$ cat src/rtl/fifo_serial_tx.sv
// Pops 12-bit words from the FIFO and sends each one as a serial frame: start bit, LSB-first data, stop bit.
// Defining FIFO_SERIAL_TX_PARITY_EN adds an even-parity bit between the last data bit and stop.
module fifo_serial_tx #(
    parameter int BITS         = 12,
    parameter int CLKS_PER_BIT = 4,
    parameter int DIV_WIDTH    = 8,
    parameter int CNT_WIDTH    = 8
) (
    input  logic                 clk,
    input  logic                 rst_n,
    input  logic                 fifo_ready,
    input  logic [BITS-1:0]      fifo_data,
    output logic                 fifo_read,
    input  logic                 tx_enable,
    output logic                 ser_out,
    output logic                 busy,
    output logic [CNT_WIDTH-1:0] frame_count
);

    localparam int IDX_W = (BITS > 1) ? $clog2(BITS) : 1;
    localparam logic [IDX_W-1:0]     LAST_IDX = IDX_W'(BITS - 1);
    localparam logic [DIV_WIDTH-1:0] DIV_LAST = DIV_WIDTH'(CLKS_PER_BIT - 1);

    typedef enum logic [2:0] {
        IDLE,
        LOAD,
        START,
        DATA,
`ifdef FIFO_SERIAL_TX_PARITY_EN
        PARITY,
`endif
        STOP
    } state_t;

    state_t                state, state_next;
    logic [DIV_WIDTH-1:0]  div;
    logic [IDX_W-1:0]      bit_idx;
    logic [BITS-1:0]       shift;
`ifdef FIFO_SERIAL_TX_PARITY_EN
    logic                  parity_bit;
`endif

    logic div_last;
    logic bit_last;
    logic start_ok;

    assign div_last  = (div == DIV_LAST);
    assign bit_last  = (bit_idx == LAST_IDX);
    assign start_ok  = tx_enable && fifo_ready;
    assign fifo_read = (state == LOAD);
    assign busy      = (state != IDLE);

    always_ff @(posedge clk or negedge rst_n) begin
        if (!rst_n) begin
            state       <= IDLE;
            div         <= '0;
            bit_idx     <= '0;
            shift       <= '0;
            frame_count <= '0;
`ifdef FIFO_SERIAL_TX_PARITY_EN
            parity_bit  <= 1'b0;
`endif
        end else begin
            state <= state_next;
            case (state)
                IDLE: div <= '0;
                LOAD: begin
                    // Word and FIFO pop share this edge; later FIFO changes cannot reach the frame.
                    shift   <= fifo_data;
                    div     <= '0;
                    bit_idx <= '0;
`ifdef FIFO_SERIAL_TX_PARITY_EN
                    parity_bit <= ^fifo_data;
`endif
                end
                default: begin
                    div <= div_last ? '0 : div + 1'b1;
                    if (state == DATA && div_last) begin
                        shift   <= shift >> 1;
                        bit_idx <= bit_idx + 1'b1;
                    end
                    if (state == STOP && div_last) begin
                        frame_count <= frame_count + 1'b1;
                    end
                end
            endcase
        end
    end

    always_comb begin
        state_next = state;
        ser_out    = 1'b1;
        case (state)
            IDLE: begin
                if (start_ok) state_next = LOAD;
            end
            LOAD: state_next = START;
            START: begin
                ser_out = 1'b0;
                if (div_last) state_next = DATA;
            end
            DATA: begin
                ser_out = shift[0];
                if (div_last && bit_last) begin
`ifdef FIFO_SERIAL_TX_PARITY_EN
                    state_next = PARITY;
`else
                    state_next = STOP;
`endif
                end
            end
`ifdef FIFO_SERIAL_TX_PARITY_EN
            PARITY: begin
                ser_out = parity_bit;
                if (div_last) state_next = STOP;
            end
`endif
            STOP: begin
                if (div_last) state_next = start_ok ? LOAD : IDLE;
            end
            default: state_next = IDLE;
        endcase
    end

endmodule
$ cat config.mk
export PLATFORM = sky130hd
export DESIGN_NAME = fifo_serial_tx
export DESIGN_NICKNAME = d
export VERILOG_FILES = /design/src/rtl/fifo_serial_tx.sv
export SDC_FILE = /design/constraint.sdc
export NUM_CORES = 1
export LEC_CHECK = 0
export BUFFER_PORTS_ARGS = -buffer_cell sky130_fd_sc_hd__buf_2
export CAP_MARGIN = 20
export CORE_ASPECT_RATIO = 2
export CORE_MARGIN = 2
export CORE_UTILIZATION = 50
export DETAILED_ROUTE_END_ITERATION = 10
export PLACE_DENSITY = 0.77
export SLEW_MARGIN = 20
export SYNTH_ARGS = -nofsm -noshare
export SYNTH_HDL_FRONTEND = slang
export SYNTH_SLANG_ARGS = --single-unit
$ cat constraint.sdc
create_clock -name clk -period 2.7 [get_ports clk]
set_input_delay 0 -clock clk [delete_from_list [all_inputs] [get_ports clk]]
set_output_delay 0 -clock clk [all_outputs]
set_load 0.02 [all_outputs]
# After elaboration in Yosys (flattened, before gate mapping)
# Index checks and enable logic that the tools add are counted.
# op_classes
n_eq_ne	10
reduce_logical	11
add_sub_neg	3
mux	13
bitwise_logic	2
# ops
op	n
12-bit one-hot mux with 2 select lines	1
8-bit by 1-bit adder with 8-bit output, second input constant	2
8-bit 2-to-1 mux	2
3-bit one-hot mux with 5 select lines	1
12-bit 2-to-1 mux	1
3-bit 2-to-1 mux	4
8-bit by 2-bit equality test with 1-bit output, second input constant	1
4-bit one-hot mux with 2 select lines	1
3-bit by 2-bit equality test with 1-bit output, second input constant	2
2-bit inequality test, second input constant	3
4-bit by 1-bit adder with 4-bit output, second input constant	1
4-bit equality test, second input constant	1
1-bit logical AND	4
4-bit 2-to-1 mux	1
2-bit AND reduction	2
4-bit AND reduction	1
3-bit by 1-bit equality test with 1-bit output, second input constant	1
3-bit equality test, second input constant	1
3-bit zero test	1
3-bit nonzero test	1
2-bit by 1-bit inequality test with 1-bit output, second input constant	1
1-bit inverter	2
1-bit one-hot mux with 2 select lines	1
2-bit nonzero test	1
2 further kinds	2
# totals
register_bits	35
output_inout_bits	11
wordCells	44
in_bits	16

# Logic depth before layout (Yosys ltp)
# Gate-level depths: netlist of run 1.
# logic_depth
ltp_word	4
ltp_mapped	7
depth_no_buf	5

# Worst setup path before layout of run 1
# OpenSTA, ideal clock, no wires.
# synth_path
path_type	reg-to-reg
from	register state[2]
to	register shift[8]
n_path_buf	3
stages_incl_launch_ff	7
arrival_time_ns	1.725
setup_slack_ns	0.850
setup_ns	0.125
path_cell_list	dfrtp_1 -> buf_2 -> nor3b_1 -> buf_2 -> buf_2 -> mux2_2 -> mux2_4
# synth_via
word_cells_on_any_way	8
# synth_rtl
item	line	source
start: declaration	35	state_t state, state_next;
start signal: assignment	64	state <= state_next;
3-bit by 1-bit equality test with 1-bit output *	n/a	
via fifo_read	13	output logic fifo_read,
2-bit nonzero test (no source line)	n/a	
2-bit AND reduction (no source line)	n/a	
end signal: assignment	69	shift <= fifo_data;
end signal: assignment	79	shift <= shift >> 1;
end: declaration	38	logic [BITS-1:0] shift;
# Mark *: on every way through the listed nets, which the timed path passes. The rest lies on a longest branch.
# A chain may end at the register's enable or synchronous reset.

# Worst setup path in the final report of run 1
# layout_path
from	register div[0]
to	register shift[0]
# layout_via
elab_chain_cells	4
# layout_rtl
item	line	source
start: declaration	36	logic [DIV_WIDTH-1:0] div;
start signal: assignment	77	div <= div_last ? '0 : div + 1'b1;
8-bit by 2-bit equality test with 1-bit output	47	assign div_last = (div == DIV_LAST);
1-bit logical AND	78	if (state == DATA && div_last) begin
2-bit nonzero test (no source line)	n/a	
2-bit AND reduction (no source line)	n/a	
# Every way passes these cells.

==> flow_metrics.tcl, run 1 <==
set metrics [dict create \
    antenna_cells 0 \
    die_area_sq_um 4010 \
    final-setup-viol-count 0 \
    p_leak_nw 1.07 \
    syn_area_per_cell_sq_um 12.0 \
    cp_num_buf_inv 0 \
    h-tree-depth 2 \
    cts_tree "done" \
    slowest_stage "o21ai_4" \
    io_buffer_count 26 \
    timing.final.ws_setup_ns 0.666 \
    drive_gt1_frac 0.333 \
    yosysMostFrequentCell "dfrtp_1" \
    crit_family "simple AND/OR/NAND/NOR gates" \
    grt_pass1_vias 1237 \
    hold_viol 0 \
    drc 0 \
    design_area_sq_um 2010 \
    synth_nets 165 \
    yosysWarnings 0 \
    num_io_pins 27 \
    dr.pass1.iters 4 \
    busiest_layer "met2" \
    worstPathCellList "ha_1 -> nor3b_2 -> and2_1 -> o21ai_4 -> mux2_2" \
    fin_crit_ns 2.03 \
    cp-start-kind "flop" \
    critPathKind "flop to flop" \
    synth_top_cell_by_area "dfrtp_1" \
    pre_cts_ws_ns 0.684 \
    cts.clk_slew.worst_paths_ns 0.07 \
    die_h_um 87.6 \
    fmax_mhz 492 \
    seq_area_frac_synth 0.501 \
    synth-edff-count 0 \
    gp_congestion 0.797 \
    synth_cell_types 36 \
    synthArstFlopShare 1.00 \
    rsz0062_at_grt "no" \
    tightest_slew_ns 0.769 \
    critical_path_arrival_ns 2.21 \
    grt_max_degree 36 \
    setup_tns_ns 0 \
    syn-cell-area_sq_um 1750 \
    cts_buffer_depth 2 \
    met3_usage 0.0454 \
    synth_ff_type "dfrtp_1" \
    critPathCaptureType "flop" \
    ff2ff_setup_slack_ns 0.67 \
    powerDensity_nw_per_um2 467 \
    max_stage_delay_ns 0.42 \
    period_share 0.753 \
    met1_usage 0.217 \
    rows 30 \
    wirelength_um 3200 \
    netlist_instances 146 \
    slew_headroom 0.487 \
    power.total_mw 0.936 \
    holdCritPathClass "input port to flop" \
    antenna_left 0 \
    ir_drop_mv 0.314 \
    avgViaCountPerCell 5.72 \
    cts_buffers 5 \
    netlist.area_leader.share 0.501 \
    grt-ovfl-total 0 \
    worstPathMaxFanout 11 \
    drv_cap 0 \
    initial_core_util 0.517 \
    maxSlewViolCount 0 \
    drt_iter0_markers 17 \
    synth_seq_cells 35 \
    clock_latency_ns 0.29 \
    nets 196 \
    root_buffer "clkbuf_8" \
    worstPathRequired_ns 2.88 \
    fin_skew_ns 0.00704 \
    grt_usage 0.192 \
    hpwl_um 2370 \
    die_x_um 45.8 \
    use_met2 0.320 \
    status "finished clean" \
    vias 1196 \
    grt_pass1_wl_um 5530 \
    area_delta_synth_final_pct 14.7 \
    cts.sink_count 35 \
    coreArea_sq_um 3380 \
    antenna_found_initial 0 \
    synth.area.top_cells "dfrtp_1 50%, mux2_4 7.7%, mux2_2 7.1%" \
    synthTopCellsByCount "35 x dfrtp_1, 13 x nor2_1, 12 x xor2_1, 11 x mux2_2, 10 x nand2_1" \
    final_util 0.594 \
    placed_area_sq_um 1890 \
    detail_route.wl_per_cell_um 15.3 \
]
-- per-layer routing --
| layer | wire, um | part of all wire |
|---|---|---|
| met1 | 1180 | 0.37 |
| met2 | 1800 | 0.56 |
| met3 | 118 | 0.037 |
| met4 | 91 | 0.028 |
| met5 | 0 | 0 |
-- registers in the layout, summed over array words and instances, names as in the netlist --
register,flops
bit_idx,4
div,8
frame_count,8
shift,12
state,3
-- through the flow --
stage / hold WS, ns / instances
2_1_floorplan: -0.296 / 146
3_3_place_gp: 0.0979 / 199
3_5_place_dp: 0.116 / 199
4_1_cts: 0.0575 / 209
5_1_grt: 0.0644 / 209
6_report: 0.0619 / 209
-- cell usage in the layout (no fill, tap or decap), drive strengths merged, types with 4 or more instances in the layout --
cell    netlist  final
dfrtp        35     35
buf           6     27
mux2         21     21
nor2         13     13
xor2         12     12
nand2        10     10
nand3         7      7
clkbuf        0      6
xnor2         4      4
nand4         4      4
-- path summary, 6_finish.rpt --
kind / startpoint / endpoint / cells after the start
min: fifo_data[8] / shift[8] / 3
min reg2reg: div[0] / div[0] / 1
min in group asynchronous: rst_n / div[7] / 2
max: div[0] / shift[0] / 5
max in group asynchronous: rst_n / frame_count[5] / 2
max reg2reg: div[0] / shift[0] / 5
-- cell families after synthesis --
kind of cell / after synthesis / synth area share
adders and majority gates: 3 / 0.0215
and+or+nand+nor: 50 / 0.156
xor gates and xnor gates: 16 / 0.0802
DFF: 35 / 0.501
buffers and inverters: 7 / 0.0265
AOI/OAI and AO/OA: 14 / 0.0601
muxes: 21 / 0.155
-- timing repair --
| item | in CTS | in global routing |
|---|---|---|
| setup buffers | 0 | 0 |
| gates resized for setup | 0 | 0 |
| hold endpoints to repair | 37 | 0 |
| hold buffers | 3 | 0 |
-- report_power, final --
part	switching, mW	internal, mW	leakage, nW
clock network	0.185	0.200	0.0470
logic	0.0142	0.0120	0.561
registers	0.000353	0.525	0.461
-- area by class of cell --
| class | count | area [sq um] |
|---|---|---|
| inverter | 1 | 3.75 |
| clock inverter | 1 | 5.00 |
| timing repair buffer | 30 | 168 |
| sequential | 35 | 876 |
| multi-input combinational | 104 | 831 |
| tap | 32 | 40.0 |
| fill | 291 | 1370 |
| clock buffer | 6 | 82.6 |
-- tightest hold or removal path: stages --
cell and delay (ns):
buf_2 0.07, mux2_2 0.13, mux2_4 0.12
(Power assumes the default switching activity.)
==> run 2: changes to the inputs <==
--- a/config.mk
+++ b/config.mk
@@ -11,7 +11,7 @@
 export CORE_MARGIN = 2
 export CORE_UTILIZATION = 50
 export DETAILED_ROUTE_END_ITERATION = 10
-export PLACE_DENSITY = 0.77
+export PLACE_DENSITY = 0.79
 export SLEW_MARGIN = 20
 export SYNTH_ARGS = -nofsm -noshare
 export SYNTH_HDL_FRONTEND = slang
==> constraint.sdc (replaced) <==
create_clock -name clk -period 1.71 [get_ports clk]
set_input_delay 0 -clock clk [delete_from_list [all_inputs] [get_ports clk]]
set_output_delay 0 -clock clk [all_outputs]
set_load 0.02 [all_outputs]
==> flow_metrics.tcl, run 2 (synthesis gave the netlist of run 1 again) <==
set metrics [dict create \
    critical_path_arrival_ns 1.89 \
    num-fill-cells 253 \
    dr.pass1.iters 4 \
    initial_core_util 0.517 \
    rows 30 \
    grt_pass1_wl_um 6070 \
    period_share 1.00 \
    avgViaCountPerCell 5.82 \
    hold_viol 0 \
    largest_reg_flops 12 \
    hpwl_um 2620 \
    tightest_slew_ns 0.750 \
    rsz0062_at_grt "yes" \
    drv_cap 0 \
    final-setup-viol-count 4 \
    met1_usage 0.241 \
    critPathCaptureType "flop" \
    cts_tree "done" \
    grt_max_degree 36 \
    critPathKind "flop to flop" \
    vias 1310 \
    antenna_cells 0 \
    detail_route.wl_per_cell_um 16.4 \
    timing.final.ws_setup_ns -0.00835 \
    reg_top3 "shift: 12 flops, div: 8 flops, frame_count: 8 flops" \
    slew_headroom 0.500 \
    placedCellCount 211 \
    cts_buffer_depth 2 \
    wirelength_um 3690 \
    fmax_mhz 582 \
    grt_usage 0.207 \
    seqCellArea_sq_um 876 \
    nets 211 \
    holdCritPathClass "input port to flop" \
    worstPathRequired_ns 1.88 \
    ir_drop_mv 0.732 \
    fin_crit_ns 1.72 \
    fin_cells 225 \
    cts.sink_count 35 \
    gp_congestion 0.766 \
    p_leak_nw 1.17 \
    antenna_found_initial 0 \
    h-tree-depth 2 \
    multi_input_area_sq_um 863 \
    clock_latency_ns 0.29 \
    cts_buffers 5 \
    met3_usage 0.0371 \
    cp-start-kind "flop" \
    die_x_um 45.8 \
    root_buffer "clkbuf_8" \
    status "finished, violations left" \
    drive_gt1_frac 0.425 \
    drc 0 \
    cts.clk_slew.worst_paths_ns 0.07 \
    final_common_cell "dfrtp_1" \
    grt-ovfl-total 0 \
    maxSlewViolCount 0 \
    coreArea_sq_um 3380 \
    final_cell_mix "35 x dfrtp_1, 26 x buf_2, 13 x buf_4, 12 x xor2_1, 12 x nor2_1" \
    final_util 0.657 \
    antenna_left 0 \
    grt_pass1_vias 1392 \
    regMostFlops "shift" \
    worstPathMaxFanout 5 \
    fin_skew_ns 0.0108 \
    setup_tns_ns -0.0278 \
    pre_cts_ws_ns 0.0347 \
    violations "negative setup slack" \
    drt_iter0_markers 39 \
    io_buffer_count 26 \
    busiest_layer "met2" \
    powerDensity_nw_per_um2 727 \
    die_h_um 87.6 \
    use_met2 0.353 \
    area_delta_synth_final_pct 26.9 \
    num_io_pins 27 \
    die_area_sq_um 4010 \
]
run 2: cell count changes in the layout (fill, tap and decap cells not counted), moves of 2 or more:
| cell | change |
|---|---|
| buf_4 | +12 |
| nor3_2 | +3 |
| nor3_1 | -3 |
| buf_12 | +2 |
run 2: area by class of cell:
type / instances / share of cell area
sequential: 35 / 0.395
tap: 32 / 0.0180
timing repair buffer: 45 / 0.146
clock buffer: 5 / 0.0310
clock inverter: 3 / 0.0197
inverter: 1 / 0.00169
multi-input combinational: 104 / 0.389
run 2: stage by stage:
stage               power [mW]  instance area (sq um)  hold slack (ns)
floorplan                0.849                   1770           -0.296
global placement         0.881                   2010           0.0942
detailed placement       0.883                   2010            0.114
CTS                       1.62                   2150           0.0686
global route              1.66                   2220           0.0799
finish                    1.61                   2220           0.0731
run 2: final timing paths:
check,start,endpoint,slack (ns),depth (start not counted)
min in group asynchronous,rst_n,state[1],0.31,2
max in group asynchronous,rst_n,div[5],0.91,2
hold reg to reg,div[0],div[0],0.49,1
hold / removal,fifo_data[7],shift[7],0.07,3
setup / recovery,div[1],shift[6],-0.008,6
setup reg to reg,div[1],shift[6],-0.008,6
run 2: power breakdown:
| group | switching [mW] | total, mW | internal (mW) | leakage, nW |
|---|---|---|---|---|
| combinational | 0.0226 | 0.0416 | 0.0190 | 0.652 |
| sequential | 0.000542 | 0.829 | 0.828 | 0.461 |
| clock | 0.308 | 0.742 | 0.434 | 0.0581 |
run 2: repair_timing:
| action | CTS | global route |
|---|---|---|
| endpoints found under the hold margin | 37 | 0 |
| endpoints found under the setup margin | 0 | 23 |
| resized for setup | 0 | 6 |
| setup buffers | 0 | 2 |
| hold buffers | 3 | 0 |
run 2: critical path: stages (launching register included):
cell and delay [ns]:
dfrtp_1 0.40, ha_2 0.20, nor3b_4 0.15, and2_4 0.17, o21ai_4 0.21, clkbuf_16 0.19
mux2_4 0.29
run 2: metal layers:
metal / share of wire / vias to the layer above
met4: 0.028 / 0
met5: 0 / -
met1: 0.38 / 659
met2: 0.56 / 37
met3: 0.033 / 11
li1: - / 603
